### src/rtl/prog_loader_mem.sv
// prog_loader_mem
//   Loads a program image from a UART byte stream and serves it as
//   instruction memory. The stream is one header byte H (word count minus 1),
//   followed by (H+1)*WORD_BYTES data bytes, most significant byte of each
//   word first. Only whole words are written. Words beyond H keep their old
//   contents.
//
//   Build option: define PROG_LOADER_CHECKSUM_EN to expect one more byte after
//   the data. That byte must equal the modulo-256 sum of all data bytes.
//
// Ports
//   CLK             in   clock, rising edge
//   RESETN          in   asynchronous active-low reset (memory is not reset)
//   rx_valid        in   one-cycle strobe, rx_data carries a received byte
//   rx_data         in   [7:0] received byte
//   reload          in   one-cycle strobe, abort/restart loading
//   program_counter in   [ADDR_W-1:0] read address
//   instruction     out  [8*WORD_BYTES-1:0] mem[program_counter], combinational
//   load_done       out  last load completed without error
//   load_error      out  last load failed (bad header, timeout, checksum)
//   words_loaded    out  [ADDR_W:0] words committed in the current/last load
module prog_loader_mem #(
  parameter int WORD_BYTES     = 2,
  parameter int DEPTH          = 32,
  parameter int ADDR_W         = 5,
  parameter int TIMEOUT_CYCLES = 1_000_000
) (
  input  logic                    CLK,
  input  logic                    RESETN,
  input  logic                    rx_valid,
  input  logic [7:0]              rx_data,
  input  logic                    reload,
  input  logic [ADDR_W-1:0]       program_counter,
  output logic [8*WORD_BYTES-1:0] instruction,
  output logic                    load_done,
  output logic                    load_error,
  output logic [ADDR_W:0]         words_loaded
);

  localparam int WORD_W = 8 * WORD_BYTES;
  localparam int IDX_W  = (WORD_BYTES > 1) ? $clog2(WORD_BYTES) : 1;
  localparam int IDLE_W = $clog2(TIMEOUT_CYCLES + 1);

  localparam logic [IDX_W-1:0]  LAST_IDX  = IDX_W'(WORD_BYTES - 1);
  localparam logic [IDLE_W-1:0] IDLE_LAST = IDLE_W'(TIMEOUT_CYCLES - 1);
  localparam logic [ADDR_W:0]   DEPTH_EXT = (ADDR_W + 1)'(DEPTH);

  typedef enum logic [2:0] {
    S_HDR,
    S_DATA,
`ifdef PROG_LOADER_CHECKSUM_EN
    S_CSUM,
`endif
    S_DONE,
    S_ERR
  } state_t;

  state_t              state_q;
  logic [ADDR_W-1:0]   h_q;
  logic [ADDR_W-1:0]   write_addr_q;
  logic [IDX_W-1:0]    byte_idx_q;
  logic [IDLE_W-1:0]   idle_q;
`ifdef PROG_LOADER_CHECKSUM_EN
  logic [7:0]          csum_q;
`endif

  logic [WORD_W-1:0]   asm_q;
  logic [WORD_W-1:0]   mem [DEPTH];

  logic [WORD_W-1:0]   asm_next;
  logic                byte_take;
  logic                word_last;
  logic                mem_we;
  logic                load_last;
  logic                hdr_bad;
  logic                idle_expire;

  // Bytes arrive MSB first, so shifting each new byte in from the bottom
  // leaves the first byte in the top lane once the word is complete.
  assign asm_next    = WORD_W'({asm_q, rx_data});
  assign byte_take   = rx_valid && !reload && (state_q == S_DATA);
  assign word_last   = (byte_idx_q == LAST_IDX);
  assign mem_we      = byte_take && word_last;
  assign load_last   = (write_addr_q == h_q);
  assign hdr_bad     = ({1'b0, rx_data} >= 9'(DEPTH));
  assign idle_expire = (idle_q == IDLE_LAST);

  always_ff @(posedge CLK or negedge RESETN) begin
    if (!RESETN) begin
      state_q      <= S_HDR;
      load_done    <= 1'b0;
      load_error   <= 1'b0;
      words_loaded <= '0;
      h_q          <= '0;
      write_addr_q <= '0;
      byte_idx_q   <= '0;
      idle_q       <= '0;
`ifdef PROG_LOADER_CHECKSUM_EN
      csum_q       <= '0;
`endif
    end else if (reload) begin
      // reload wins over a byte in the same cycle; that byte is dropped
      state_q      <= S_HDR;
      load_done    <= 1'b0;
      load_error   <= 1'b0;
      words_loaded <= '0;
      write_addr_q <= '0;
      byte_idx_q   <= '0;
      idle_q       <= '0;
    end else begin
      case (state_q)
        S_HDR: begin
          if (rx_valid) begin
            if (hdr_bad) begin
              state_q    <= S_ERR;
              load_error <= 1'b1;
              load_done  <= 1'b0;
            end else begin
              state_q      <= S_DATA;
              h_q          <= rx_data[ADDR_W-1:0];
              write_addr_q <= '0;
              byte_idx_q   <= '0;
              words_loaded <= '0;
              idle_q       <= '0;
`ifdef PROG_LOADER_CHECKSUM_EN
              csum_q       <= '0;
`endif
            end
          end
        end

        S_DATA: begin
          if (rx_valid) begin
            idle_q <= '0;
`ifdef PROG_LOADER_CHECKSUM_EN
            csum_q <= csum_q + rx_data;
`endif
            if (word_last) begin
              byte_idx_q   <= '0;
              write_addr_q <= write_addr_q + 1'b1;
              words_loaded <= words_loaded + 1'b1;
              if (load_last) begin
`ifdef PROG_LOADER_CHECKSUM_EN
                state_q   <= S_CSUM;
`else
                state_q   <= S_DONE;
                load_done <= 1'b1;
`endif
              end
            end else begin
              byte_idx_q <= byte_idx_q + 1'b1;
            end
          end else if (idle_expire) begin
            state_q    <= S_ERR;
            load_error <= 1'b1;
          end else begin
            idle_q <= idle_q + 1'b1;
          end
        end

`ifdef PROG_LOADER_CHECKSUM_EN
        S_CSUM: begin
          if (rx_valid) begin
            idle_q <= '0;
            if (rx_data == csum_q) begin
              state_q   <= S_DONE;
              load_done <= 1'b1;
            end else begin
              state_q    <= S_ERR;
              load_error <= 1'b1;
            end
          end else if (idle_expire) begin
            state_q    <= S_ERR;
            load_error <= 1'b1;
          end else begin
            idle_q <= idle_q + 1'b1;
          end
        end
`endif

        S_DONE, S_ERR: begin
          // terminal until reload; incoming bytes are ignored
        end

        default: state_q <= S_HDR;
      endcase
    end
  end

  // Word assembly and memory are data only: no reset, so a reset in the
  // middle of a load keeps every word already written.
  always_ff @(posedge CLK) begin
    if (byte_take) begin
      asm_q <= asm_next;
    end
    if (mem_we) begin
      mem[write_addr_q] <= asm_next;
    end
  end

  always_comb begin
    instruction = '0;
    if ({1'b0, program_counter} < DEPTH_EXT) begin
      instruction = mem[program_counter];
    end
  end

endmodule

### config.mk
export PLATFORM = sky130hd
export DESIGN_NAME = prog_loader_mem
export DESIGN_NICKNAME = d
export VERILOG_FILES = /design/src/rtl/prog_loader_mem.sv
export SDC_FILE = /design/constraint.sdc
export NUM_CORES = 1
export LEC_CHECK = 0
export CORE_ASPECT_RATIO = 0.8
export CORE_MARGIN = 1.5
export CORE_UTILIZATION = 67
export DETAILED_ROUTE_END_ITERATION = 7
export PLACE_DENSITY_LB_ADDON = 0.12
export SYNTH_ARGS = -nofsm -noshare
export SYNTH_HDL_FRONTEND = slang
export SYNTH_SLANG_ARGS = --single-unit
export TNS_END_PERCENT = 30
### constraint.sdc
create_clock -name CLK -period 3.6 [get_ports CLK]
set_input_delay 0.72 -clock CLK [delete_from_list [all_inputs] [get_ports CLK]]
set_output_delay 0.72 -clock CLK [all_outputs]
set_load 0.01 [all_outputs]
Yosys cells after proc, flatten, opt, wreduce, memory -nomap -nowiden. Memories as Yosys holds them, arrays and structs flattened. Index checks and enable logic that the tools add are counted. Widths: inputs -> output; s select.

Memory bits (writable): 512. Memory bits (read-only): 0. Bits in registers: 50. Latch bits: 0. Bits of input ports: 17. Memories: 1.

Multiplexer cells: 47. Shifts and indexed selects: 0. Eq/ne operators: 18. Bitwise gates (word level): 2. Multipliers: 0. Add/subtract/negate cells: 4. Reduce and logical (&&, ||, !) cells: 14. Divide/modulo/power cells: 0. Magnitude comparators: 1.

Memories: mem (words 32, width 16, read ports 1, clocked after memory_dff 0, wr ports 1, line 68) `logic [WORD_W-1:0] mem [DEPTH];`.

Operators by type and width (number): $mux 20 (5); $pmux 20 s2 (1); $mux 6 (5); $mux 5 (5); $ne 3x3->1 const B (8); $add 20x1->20 const B (1); $eq 20x20->1 const B (1); $mux 1 (18); $mux 3 (6); $ne 4x4->1 const B (4); $reduce_and 5->1 (3); $pmux 6 s2 (1); $reduce_and 4->1 (3); $pmux 5 s2 (1); $pmux 3 s3 (1); $ge 8x6->1 const B (1); $add 6x1->6 const B (1); $eq 3x2->1 const B (2); $pmux 1 s2 (3); $reduce_and 6->1 (1); $add 5x1->5 const B (1); $eq 5x5->1 (1); $eq 3x1->1 const B (1); $logic_and 1x1->1 (3); 8 further kinds (9).

Logic depth before layout (Yosys ltp).
Depth in word-level cells: 6. Depth in mapped cells: 8.

Least setup slack after synthesis. OpenSTA, ideal clock, no wires.

Kind: input port to flip-flop. From: input port rx_valid. To: memory mem[15][0] (netlist name), enable pin. Path slack: 0.935 ns. Stages on the path: 6. Arrival time: 2.276 ns. Data required time: 3.212 ns. Cell sequence: nor2b_1 > buf_2 > and4_1 > buf_2 > nand2_1 > nor2_1.

Word-level cells in the longest chain between the ends: 5.

RTL lines: start: declaration (line 30) `input logic rx_valid,`; $logic_and 1x1->1 (2 in series) (line 81) `assign byte_take = rx_valid && !reload && (state_q == S_DATA);`; $logic_and 1x1->1 (line 83) `assign mem_we = byte_take && word_last;`; $mux 1 (line 196) `if (mem_we) begin`; $mux 1 (implied by the code) (line 197) `mem[write_addr_q] <= asm_next;`; end: declaration (line 68).

No other way between the ends.

Final worst setup path.
From: input port program_counter[2]. To: output port instruction[4].

Word-level cells in the longest chain between the ends: 1.

RTL lines: start: declaration (line 33) `input logic [ADDR_W-1:0] program_counter,`; $mem_v2 32x16; end: declaration (line 34) `output logic [8*WORD_BYTES-1:0] instruction,`.

No other way between the ends.

==> flow_summary.yaml <==
sta:
  period_needed_ns: 3.67
  max-slew-margin-rel_pct: 10.3
  hold_violations: 0
  fin_crit_sh_pct: 102
  hold_ws_ns: 0.283
  finClkSkew_ns: 0.0171
  setup_viol: 1
  fmax_mhz: 273
  rsz0062_at_grt: "true"
  slew_violations: 0
  finalSetupTns_ns: -0.0679
  setup_ws_ns: -0.0679
  worstMarginPinSlew_ns: 1.35
place:
  place_ws_ns: -0.631
  io_buffers: 40
  placed_area_um2: 24000
  gp_congestion: 0.924
  place_hpwl_um: 32200
  placed_cells: 1742
worst_setup_path:
  critPathLaunchType: "input pin"
  worstPathCellList: "clkdlybuf4s50_1 -> buf_6 -> buf_4 -> nor3b_4 -> buf_12 -> buf_12 -> a22oi_1 -> nand4_1 -> nor3_2 -> dlygate4sd2_1"
  crit_type: "input pin to primary output"
  cp-startpoint: "program_counter[2]"
  cp_top_family: "buffers and inverters"
  r2r_slack_ns: 1.26
  critPathBufInv: 6
  cpMostUsedCell: "buf_12"
  arrival_ns: 2.95
  endpoint_kind: "primary output"
  critical-path-max-stage-delay_ns: 0.41
  crit_required_ns: 2.88
  worstPathMaxFanout: 9
  reg2reg_from: "state_q[0]"
  cp_slowest_cell: "clkdlybuf4s50_1"
routing:
  first_pass_iters: 6
  drt_iter0_markers: 1729
  viasPerCell: 6.76
  num_vias: 12500
  wl_per_cell_um: 28.6
  drc_errors: 0
  ant_nets: 0
  routed_wl_um: 52900
hold_path:
  hp-class: "input pin to asynchronous set/reset pin"
run_status:
  status: "finished with violations"
  violations: "setup timing"
synth:
  yosys.cell_types.count: 61
  async_reset_ff_share_pct: 7.31
  synth-warning-count: 0
  synth-main-ff-cell: "edfxtp_1"
  synth_area_leaders: "edfxtp_1 (70%), mux4_2 (6.4%), mux2i_1 (5.7%), dfrtp_1 (4.6%), a22oi_1 (2.1%)"
  synth_top_area_share_pct: 69.9
  synth_area_leader_cell: "edfxtp_1"
  syn_nets: 1240
  postSynthAreaPerCell_um2: 18.4
  synth-edff-count: 520
  synthCells: 1217
  yosys_register_bits: 561
  seq_area_frac_synth_pct: 74.5
  syn_area_um2: 22400
cts:
  cts.sinks: 561
  htreeDepth: 2
  cts_buffer_depth: 3
  cts_root_buffer: "clkbuf_16"
  ctsHoldBuffers: 0
  insertion_delay_ns: 0.58
  clkTransAtPathRegs_ns: 0.06
  numCtsBuffers: 51
  cts_tree: "yes"
grt:
  grt-ovfl-total: 0
  antenna_found_initial: 1
  grt_util_all_layers_pct: 31.8
  grt_max_degree: 45
  grt_pass1_wl_um: 79800
  grt_pass1_vias: 12600
finish:
  antenna_cells: 0
  multi_input_area_um2: 5410
  post_route_cells_drive_above_1_share_pct: 22.4
  layout.cells.non_filler: 1848
  fin_util_pct: 78.8
  area_growth_syn_to_layout_pct: 15.3
  seqCellArea_um2: 16600
  final_area_um2: 25800
  nFillCells: 1733
  nets: 1403
power_and_ir_drop:
  p_leak_nw: 8.86
  p_per_area_nw_per_um2: 497
  power.total_mw: 12.8
  ir_worst_vdd_uv: 512
floorplanning:
  die_height_um: 166
  core_um2: 32700
  top_level_ports: 41
  die_w_um: 207
  die-area_um2: 34500
  start_util_pct: 68.3
  rows: 59
job:
  maxCapViolations: 0
-- path summary, 6_finish.rpt --
path | cells past startpoint | to
worst max-delay path | 10 | instruction[4]
worst min-delay path | 1 | words_loaded[5]
worst max register to register | 4 | mem[7][0]
worst min register to register | 1 | idle_q[18]
max in group asynchronous | 1 | idle_q[10]
min in group CLK | 1 | idle_q[18]
-- cells in the final DEF, fill, tap and decap left out, drive strengths merged, types with 11 or more instances in the layout --
master / instances
mux2i: 128
o21ai: 31
o22ai: 17
buf: 141
edfxtp: 520
nand2: 31
nor2b: 17
nand4: 24
nor2: 53
a21oi: 12
clkbuf: 67
nand3: 14
dlygate4sd2: 11
inv: 12
dfrtp: 41
mux4: 64
nor3: 25
clkinv: 26
a211oi: 16
clkdlybuf4s50: 20
a22oi: 64
a31oi: 11
-- timing repair --
| action | in CTS | in global routing |
|---|---|---|
| setup endpoints to repair | 16 | 13 |
| gates resized for setup | 38 | 7 |
| pin swaps | 12 | 10 |
| setup buffers | 9 | 3 |
-- routing by layer --
| layer | vias to the layer above | GRT usage, % | share of wire, % |
|---|---|---|---|
| li1 | 5286 | - | - |
| met1 | 6329 | 44.9 | 38 |
| met5 | - | 0 | 0 |
| met3 | 125 | 6.90 | 10 |
| met2 | 749 | 50.9 | 48 |
| met4 | 0 | 9.72 | 3.0 |
-- registers in the layout (all words and copies together) (netlist names), 2 cells and up --
name and flops:
write_addr_q 5, mem 512, h_q 5, idle_q 20, asm_q 8, state_q 2, words_loaded 6
-- logic make-up (layout without fill, tap and decap cells) --
kind of cell,Yosys count,count (layout),share of synthesized area [%]
flip-flops,561,561,74.5
adder cells (fa/ha/maj),6,6,0.336
XOR/XNOR,6,6,0.235
multiplexers,198,198,12.5
AND/OR/NAND/NOR,200,200,5.13
AO/OA/AOI/OAI,171,171,5.36
buffers and inverters,75,279,2.00
-- cell type report --
cell class | instances | share of cell area (%)
Clock buffer | 65 | 5.28
Multi-Input combinational cell | 581 | 21.0
Sequential cell | 561 | 64.6
Inverter | 10 | 0.146
Clock inverter | 29 | 0.573
Timing Repair Buffer | 175 | 6.35
Tap cell | 427 | 2.07
-- cells in the mapped netlist, drive strengths merged (10+ instances only) --
cell type,number
o21ai,31
inv,10
nand3,14
a22oi,64
nand4,24
buf,49
a21oi,12
nand2,31
clkbuf,16
mux2i,128
o22ai,17
nor2,53
dfrtp,41
mux4,64
edfxtp,520
nor3,25
a31oi,11
a211oi,16
nor2b,17
-- power by group --
part / internal [mW] / total [mW] / switching [mW] / leakage [nW]
Clock: 2.67 / 4.97 / 2.29 / 0.741
Combinational: 0.305 / 0.696 / 0.391 / 2.88
Sequential: 7.11 / 7.14 / 0.0318 / 5.23
Power figures use the tool's default switching activity.
